==> src/rtl/fir_mac_pkg.sv <==
// Shared types and widths for the time-multiplexed FIR MAC sequencer.
package fir_mac_pkg;

  localparam int SAMPLE_W = 8;
  localparam int COEF_W   = 8;
  localparam int PROD_W   = 16;

  typedef enum logic [1:0] {
    ST_IDLE  = 2'd0,
    ST_MAC   = 2'd1,
    ST_DRAIN = 2'd2,
    ST_DONE  = 2'd3
  } state_e;

  typedef struct packed {
    logic [SAMPLE_W-1:0] x;
    logic [COEF_W-1:0]   c;
  } tap_pair_t;

  // Smallest accumulator that cannot overflow when summing TAPS full-scale products.
  function automatic int min_acc_w(input int taps);
    return PROD_W + $clog2(taps);
  endfunction

endpackage

==> src/rtl/fir_tap_bank.sv <==
// Sample delay line plus coefficient register file, with one indexed read port.
module fir_tap_bank
  import fir_mac_pkg::*;
#(
  parameter int TAPS = 8
) (
  input  logic                clk,
  input  logic                rst_n,
  input  logic                shift_en_i,
  input  logic [SAMPLE_W-1:0] shift_data_i,
  input  logic                wr_en_i,
  input  logic [3:0]          wr_addr_i,
  input  logic [COEF_W-1:0]   wr_data_i,
  input  logic [3:0]          rd_idx_i,
  output tap_pair_t           rd_data_o
);

  logic [SAMPLE_W-1:0] x_q [TAPS];
  logic [COEF_W-1:0]   c_q [TAPS];

  // NOTE: these arrays are state the filter result depends on, so they are
  // cleared by reset rather than left as uninitialised RAM.
  always_ff @(posedge clk or negedge rst_n) begin
    if (!rst_n) begin
      for (int k = 0; k < TAPS; k++) begin
        x_q[k] <= '0;
        c_q[k] <= '0;
      end
    end else begin
      if (shift_en_i) begin
        x_q[0] <= shift_data_i;
        for (int k = 1; k < TAPS; k++) x_q[k] <= x_q[k-1];
      end
      // Addresses at or beyond TAPS match no entry and are dropped.
      if (wr_en_i) begin
        for (int k = 0; k < TAPS; k++) begin
          if (wr_addr_i == 4'(k)) c_q[k] <= wr_data_i;
        end
      end
    end
  end

  always_comb begin
    rd_data_o = '0;
    for (int k = 0; k < TAPS; k++) begin
      if (rd_idx_i == 4'(k)) rd_data_o = '{x: x_q[k], c: c_q[k]};
    end
  end

endmodule

==> src/rtl/fir_mac_sequencer.sv <==
// FIR controller sharing one external 8x8 multiplier across all taps.
// Define FIR_MAC_PIPE_EN to register the product and add a DRAIN cycle.
module fir_mac_sequencer
  import fir_mac_pkg::*;
#(
  parameter int TAPS  = 8,
  parameter int ACC_W = 19
) (
  input  logic                clk,
  input  logic                rst_n,
  input  logic                in_valid,
  output logic                in_ready,
  input  logic [7:0]          in_sample,
  input  logic                coef_we,
  input  logic [3:0]          coef_addr,
  input  logic [7:0]          coef_data,
  output logic [7:0]          mul_a,
  output logic [7:0]          mul_b,
  input  logic [15:0]         mul_prod,
  output logic                out_valid,
  input  logic                out_ready,
  output logic [ACC_W-1:0]    out_data,
  output logic                busy
);

  state_e           state_q, state_d;
  logic [3:0]       idx_q, idx_d;
  logic [ACC_W-1:0] acc_q, acc_d;
  logic             accept;
  logic             last_tap;
  tap_pair_t        tap;

`ifdef FIR_MAC_PIPE_EN
  logic [PROD_W-1:0] prod_q, prod_d;
`endif

  assign accept   = (state_q == ST_IDLE) && in_valid;
  assign last_tap = (idx_q == 4'(TAPS - 1));
  assign out_data = acc_q;

  fir_tap_bank #(.TAPS(TAPS)) u_tap_bank (
    .clk          (clk),
    .rst_n        (rst_n),
    .shift_en_i   (accept),
    .shift_data_i (in_sample),
    .wr_en_i      (coef_we && (state_q == ST_IDLE)),
    .wr_addr_i    (coef_addr),
    .wr_data_i    (coef_data),
    .rd_idx_i     (idx_q),
    .rd_data_o    (tap)
  );

  // NOTE: every signal written here gets a default first so no path through
  // the case statement can leave one unassigned and infer a latch.
  always_comb begin
    state_d   = state_q;
    idx_d     = idx_q;
    acc_d     = acc_q;
    in_ready  = 1'b0;
    out_valid = 1'b0;
    busy      = 1'b1;
    mul_a     = '0;
    mul_b     = '0;
`ifdef FIR_MAC_PIPE_EN
    prod_d    = prod_q;
`endif
    case (state_q)
      ST_IDLE: begin
        in_ready = 1'b1;
        busy     = 1'b0;
        if (in_valid) begin
          acc_d   = '0;
          idx_d   = '0;
          state_d = ST_MAC;
`ifdef FIR_MAC_PIPE_EN
          prod_d  = '0;
`endif
        end
      end
      ST_MAC: begin
        mul_a = tap.x;
        mul_b = tap.c;
        idx_d = idx_q + 4'd1;
`ifdef FIR_MAC_PIPE_EN
        // prod_q lags one tap; it is zero on the first MAC cycle.
        prod_d = mul_prod;
        acc_d  = acc_q + ACC_W'(prod_q);
        if (last_tap) state_d = ST_DRAIN;
`else
        acc_d  = acc_q + ACC_W'(mul_prod);
        if (last_tap) state_d = ST_DONE;
`endif
      end
`ifdef FIR_MAC_PIPE_EN
      ST_DRAIN: begin
        acc_d   = acc_q + ACC_W'(prod_q);
        state_d = ST_DONE;
      end
`endif
      ST_DONE: begin
        out_valid = 1'b1;
        if (out_ready) state_d = ST_IDLE;
      end
      default: state_d = ST_IDLE;
    endcase
  end

  // NOTE: sequential state uses non-blocking assignments so every register
  // samples its _d value from before the edge.
  always_ff @(posedge clk or negedge rst_n) begin
    if (!rst_n) begin
      state_q <= ST_IDLE;
      idx_q   <= '0;
      acc_q   <= '0;
`ifdef FIR_MAC_PIPE_EN
      prod_q  <= '0;
`endif
    end else begin
      state_q <= state_d;
      idx_q   <= idx_d;
      acc_q   <= acc_d;
`ifdef FIR_MAC_PIPE_EN
      prod_q  <= prod_d;
`endif
    end
  end

endmodule

==> config.mk <==
export PLATFORM = sky130hd
export DESIGN_NAME = fir_mac_sequencer
export DESIGN_NICKNAME = d
export VERILOG_FILES = /design/src/rtl/fir_mac_pkg.sv /design/src/rtl/fir_tap_bank.sv /design/src/rtl/fir_mac_sequencer.sv
export SDC_FILE = /design/constraint.sdc
export NUM_CORES = 1
export LEC_CHECK = 0
export ABC_AREA = 1
export ABC_CLOCK_PERIOD_IN_PS = 3300
export BUFFER_PORTS_ARGS = -buffer_cell sky130_fd_sc_hd__buf_2
export CORE_MARGIN = 2
export CORE_UTILIZATION = 50
export DETAILED_ROUTE_END_ITERATION = 7
export GPL_TIMING_DRIVEN = 1
export PLACE_DENSITY = 0.8
export SLEW_MARGIN = 30
export SYNTH_ARGS = -nofsm -noshare
export SYNTH_HDL_FRONTEND = slang
export SYNTH_SLANG_ARGS = --single-unit
==> constraint.sdc <==
create_clock -name clk -period 3.3 [get_ports clk]
set_clock_uncertainty 0.15 [all_clocks]
set_input_delay 0.33 -clock clk [delete_from_list [all_inputs] [get_ports clk]]
set_output_delay 0.33 -clock clk [all_outputs]
set_load 0.02 [all_outputs]
==> impl_metrics.py <==
metrics = {
    "drt": {
        "via_count": 7158,
        "vias_per_cell": 5.287,
        "routed_wl_um": 19580,
        "drt_iter0_drc": 545,
        "first_pass_iters": 5,
        "antenna_left": 0,
        "drc": 0,
        "wire_per_inst_um": 14.46,
    },
    "synth": {
        "ys_seq_elements": 153,
        "ys_seq_area_share_pct": 47.95,
        "synth_edf_count": 0,
        "yosysMostFrequentCell": "nand2_1",
        "synth_common_cells": "355 x nand2_1, 153 x dfrtp_1, 147 x o21ai_0",
        "async_reset_ff_share_pct": 100.0,
        "synth_compound_area_share_pct": 13.60,
        "yosys.area_share.simple_pct": 27.52,
        "synthAdderAreaFrac_pct": 3.385,
        "synthesis.nets": 1117,
        "yosysTopAreaCell": "dfrtp_1",
        "ys.flop_type": "dfrtp_1",
        "yosysWarningCount": 0,
        "synth.area.top_cells": "dfrtp_1 48%, nand2_1 17%, o21ai_0 9.2%",
        "yosys-mux-area-fraction_pct": 0,
        "synthXorXnorAreaFrac_pct": 0.4388,
        "netlist.area_leader.share_pct": 47.95,
        "synth_top_family_by_area": "simple AND/OR/NAND/NOR gates",
        "synth_cell_types": 32,
        "syn-cell-area_um2": 7984,
        "avgSynthCellArea_um2": 7.568,
        "synthCells": 1055,
    },
    "sta": {
        "max_slew.worst_pin.slew_ns": 0.8830,
        "period_share_pct": 93.41,
        "finalSetupViolCount": 0,
        "slew_violations": 0,
        "fin_hold_ws_ns": 0.05907,
        "tns_ns": 0,
        "slew_headroom_pct": 41.07,
        "fin_crit_ns": 3.082,
        "clock.fmax_mhz": 324.4,
        "hold_viol_final": 0,
        "rsz0062_at_grt": "true",
    },
    "worst_hold_path": {
        "hold_path.class": "in -> reg",
    },
    "grt": {
        "grt-ovfl-total": 0,
        "grt_usage_pct": 24.33,
        "grt_pass1_vias": 6729,
        "antenna_found_initial": 0,
        "grt_pass1_wl_um": 32510,
        "grt_max_degree": 86,
    },
    "power_and_ir_drop": {
        "ir_drop_uv": 526.7,
        "total_power_mw": 8.788,
        "leakagePower_nw": 4.711,
        "pwr_density_cell_nw_per_um2": 951.3,
    },
    "clocking": {
        "htree_levels": 4,
        "clock-root-buffer": "clkbuf_16",
        "clock-sinks": 153,
        "cts_resized": 0,
        "clk_latency_ns": 0.42,
        "post_cts_buffers": 0,
        "clock_path_buffers": 2,
        "numCtsBuffers": 17,
        "cts_tree": "yes",
        "path_clk_slew_ns": 0.06,
    },
    "setup_path": {
        "r2r_slack_ns": 1.07,
        "cp_slowest_stage_delay_ns": 0.42,
        "setup.worst_path.end": "mul_b[3]",
        "path_class": "reg -> out",
        "cpMostUsedCell": "inv_1",
        "worst_path_max_delay_cell": "inv_1",
        "reg2reg_to": "out_data[18]",
        "critPathBufInv": 4,
        "cp_data_required_time_ns": 2.82,
        "cp_max_fo": 25,
        "worstReg2RegStart": "out_data[0]",
        "path_depth": 9,
        "startpoint_type": "flop",
        "critPathTopFamily": "buffers and inverters",
        "end_kind": "output port",
        "arrival_ns": 2.60,
        "r2r_cells": 12,
        "crit_chain": "inv_1 -> ha_1 -> inv_1 -> nor2_4 -> inv_2 -> nand4_1 -> a21oi_1 -> nor2_1 -> buf_2",
        "startpoint": "idx_q[1]",
    },
    "die": {
        "io_pins": 79,
        "fp.dieH_um": 130.4,
        "fp.dieW_um": 130.4,
        "start_util_pct": 50.63,
        "coreArea_um2": 15770,
        "rows": 46,
        "dieArea_um2": 17000,
    },
    "placement": {
        "port_buffers": 78,
        "dp_hpwl_um": 13420,
        "place_congestion": 0.8826,
        "placed_cell_area_um2": 8531,
    },
    "cells_and_area": {
        "syn2layout_area_growth_pct": 15.70,
        "finish.utilization_pct": 58.58,
        "stdcell_area_um2": 9238,
        "fillers": 1454,
        "drive_gt1_share_pct": 12.21,
        "n_antenna_cell": 0,
        "register_area_um2": 3829,
        "final_nets": 1187,
        "multi_input_area_um2": 3591,
    },
    "run_status": {
        "outcome": "complete, no violations",
    },
    "run": {
        "cap_violations": 0,
    },
}
[cells by family (layout without fill, tap and decap cells)]
logic type	count (synthesis)	in the layout
AO/OA/AOI/OAI	212	212
XOR/XNOR	4	4
adder cells (fa/ha/maj)	21	21
buffers and inverters	141	224
flip-flops	153	153
AND/OR/NAND/NOR	524	524
[how the worst min path moves through the flow]
stage	startpoint	endpoint	slack, ns	cells after the start
global placement	rst_n	out_data[0]	0.30	1
floorplan	rst_n	idx_q[0]	-0.12	0
global route	in_valid	state_q[0]	0.07	3
CTS	in_valid	state_q[0]	0.05	3
detailed placement	rst_n	u_tap_bank.x_q[5]	0.30	1
finish	in_valid	state_q[0]	0.06	3
[final cells by class]
class	count	share of cell area, %
Sequential cell	153	41.45
Multi-Input combinational cell	761	38.87
Timing Repair Buffer	99	6.407
Clock buffer	20	5.052
Inverter	93	3.779
Tap cell	216	2.926
Clock inverter	12	1.517
[through the flow]
stage	cells	worst slack, ns
final	1354	0.2175
after global routing	1354	-0.007174
after CTS	1354	0.2300
after detailed placement	1312	0.6960
after global placement	1312	0.7527
after floorplan	1055	1.029
[tightest hold or removal path, cell delays in order]
cell     delay [ns]
buf_2          0.09
nor2_1         0.04
o21ai_0        0.13
[layer usage]
metal  vias up  part of all wire, %  GRT usage, %
li1       3576                    -             -
met4         0                  1.9         8.198
met5         -                    0             0
met2       239                   47         39.17
met3        34                  6.3         6.109
met1      3309                   45         32.43
[flip-flops by register name (all words and copies together) (netlist names)]
signal,cells
idx_q,4
out_data,19
state_q,2
u_tap_bank.c_q,64
u_tap_bank.x_q,64
[where the power goes]
group          switching [mW]  internal (mW)
Combinational            2.57           1.32
Sequential              0.431           2.49
Clock                   0.793           1.18
Total                    3.80           4.99
[cell usage in the layout, fill, tap and decap left out, types with 17 or more instances in the layout]
cell	netlist	layout
a21oi_1	40	40
buf_2	20	77
clkbuf_16	0	17
dfrtp_1	153	153
ha_1	20	20
inv_1	89	89
nand2_1	355	354
nand3_1	59	59
nand4_1	31	31
nor2_1	61	61
o21ai_0	147	147
[what timing repair did]
action,in CTS,in global routing
endpoints found under the hold margin,92,0
hold buffers,10,0
setup endpoints to repair,0,2
Power figures use the tool's default switching activity.
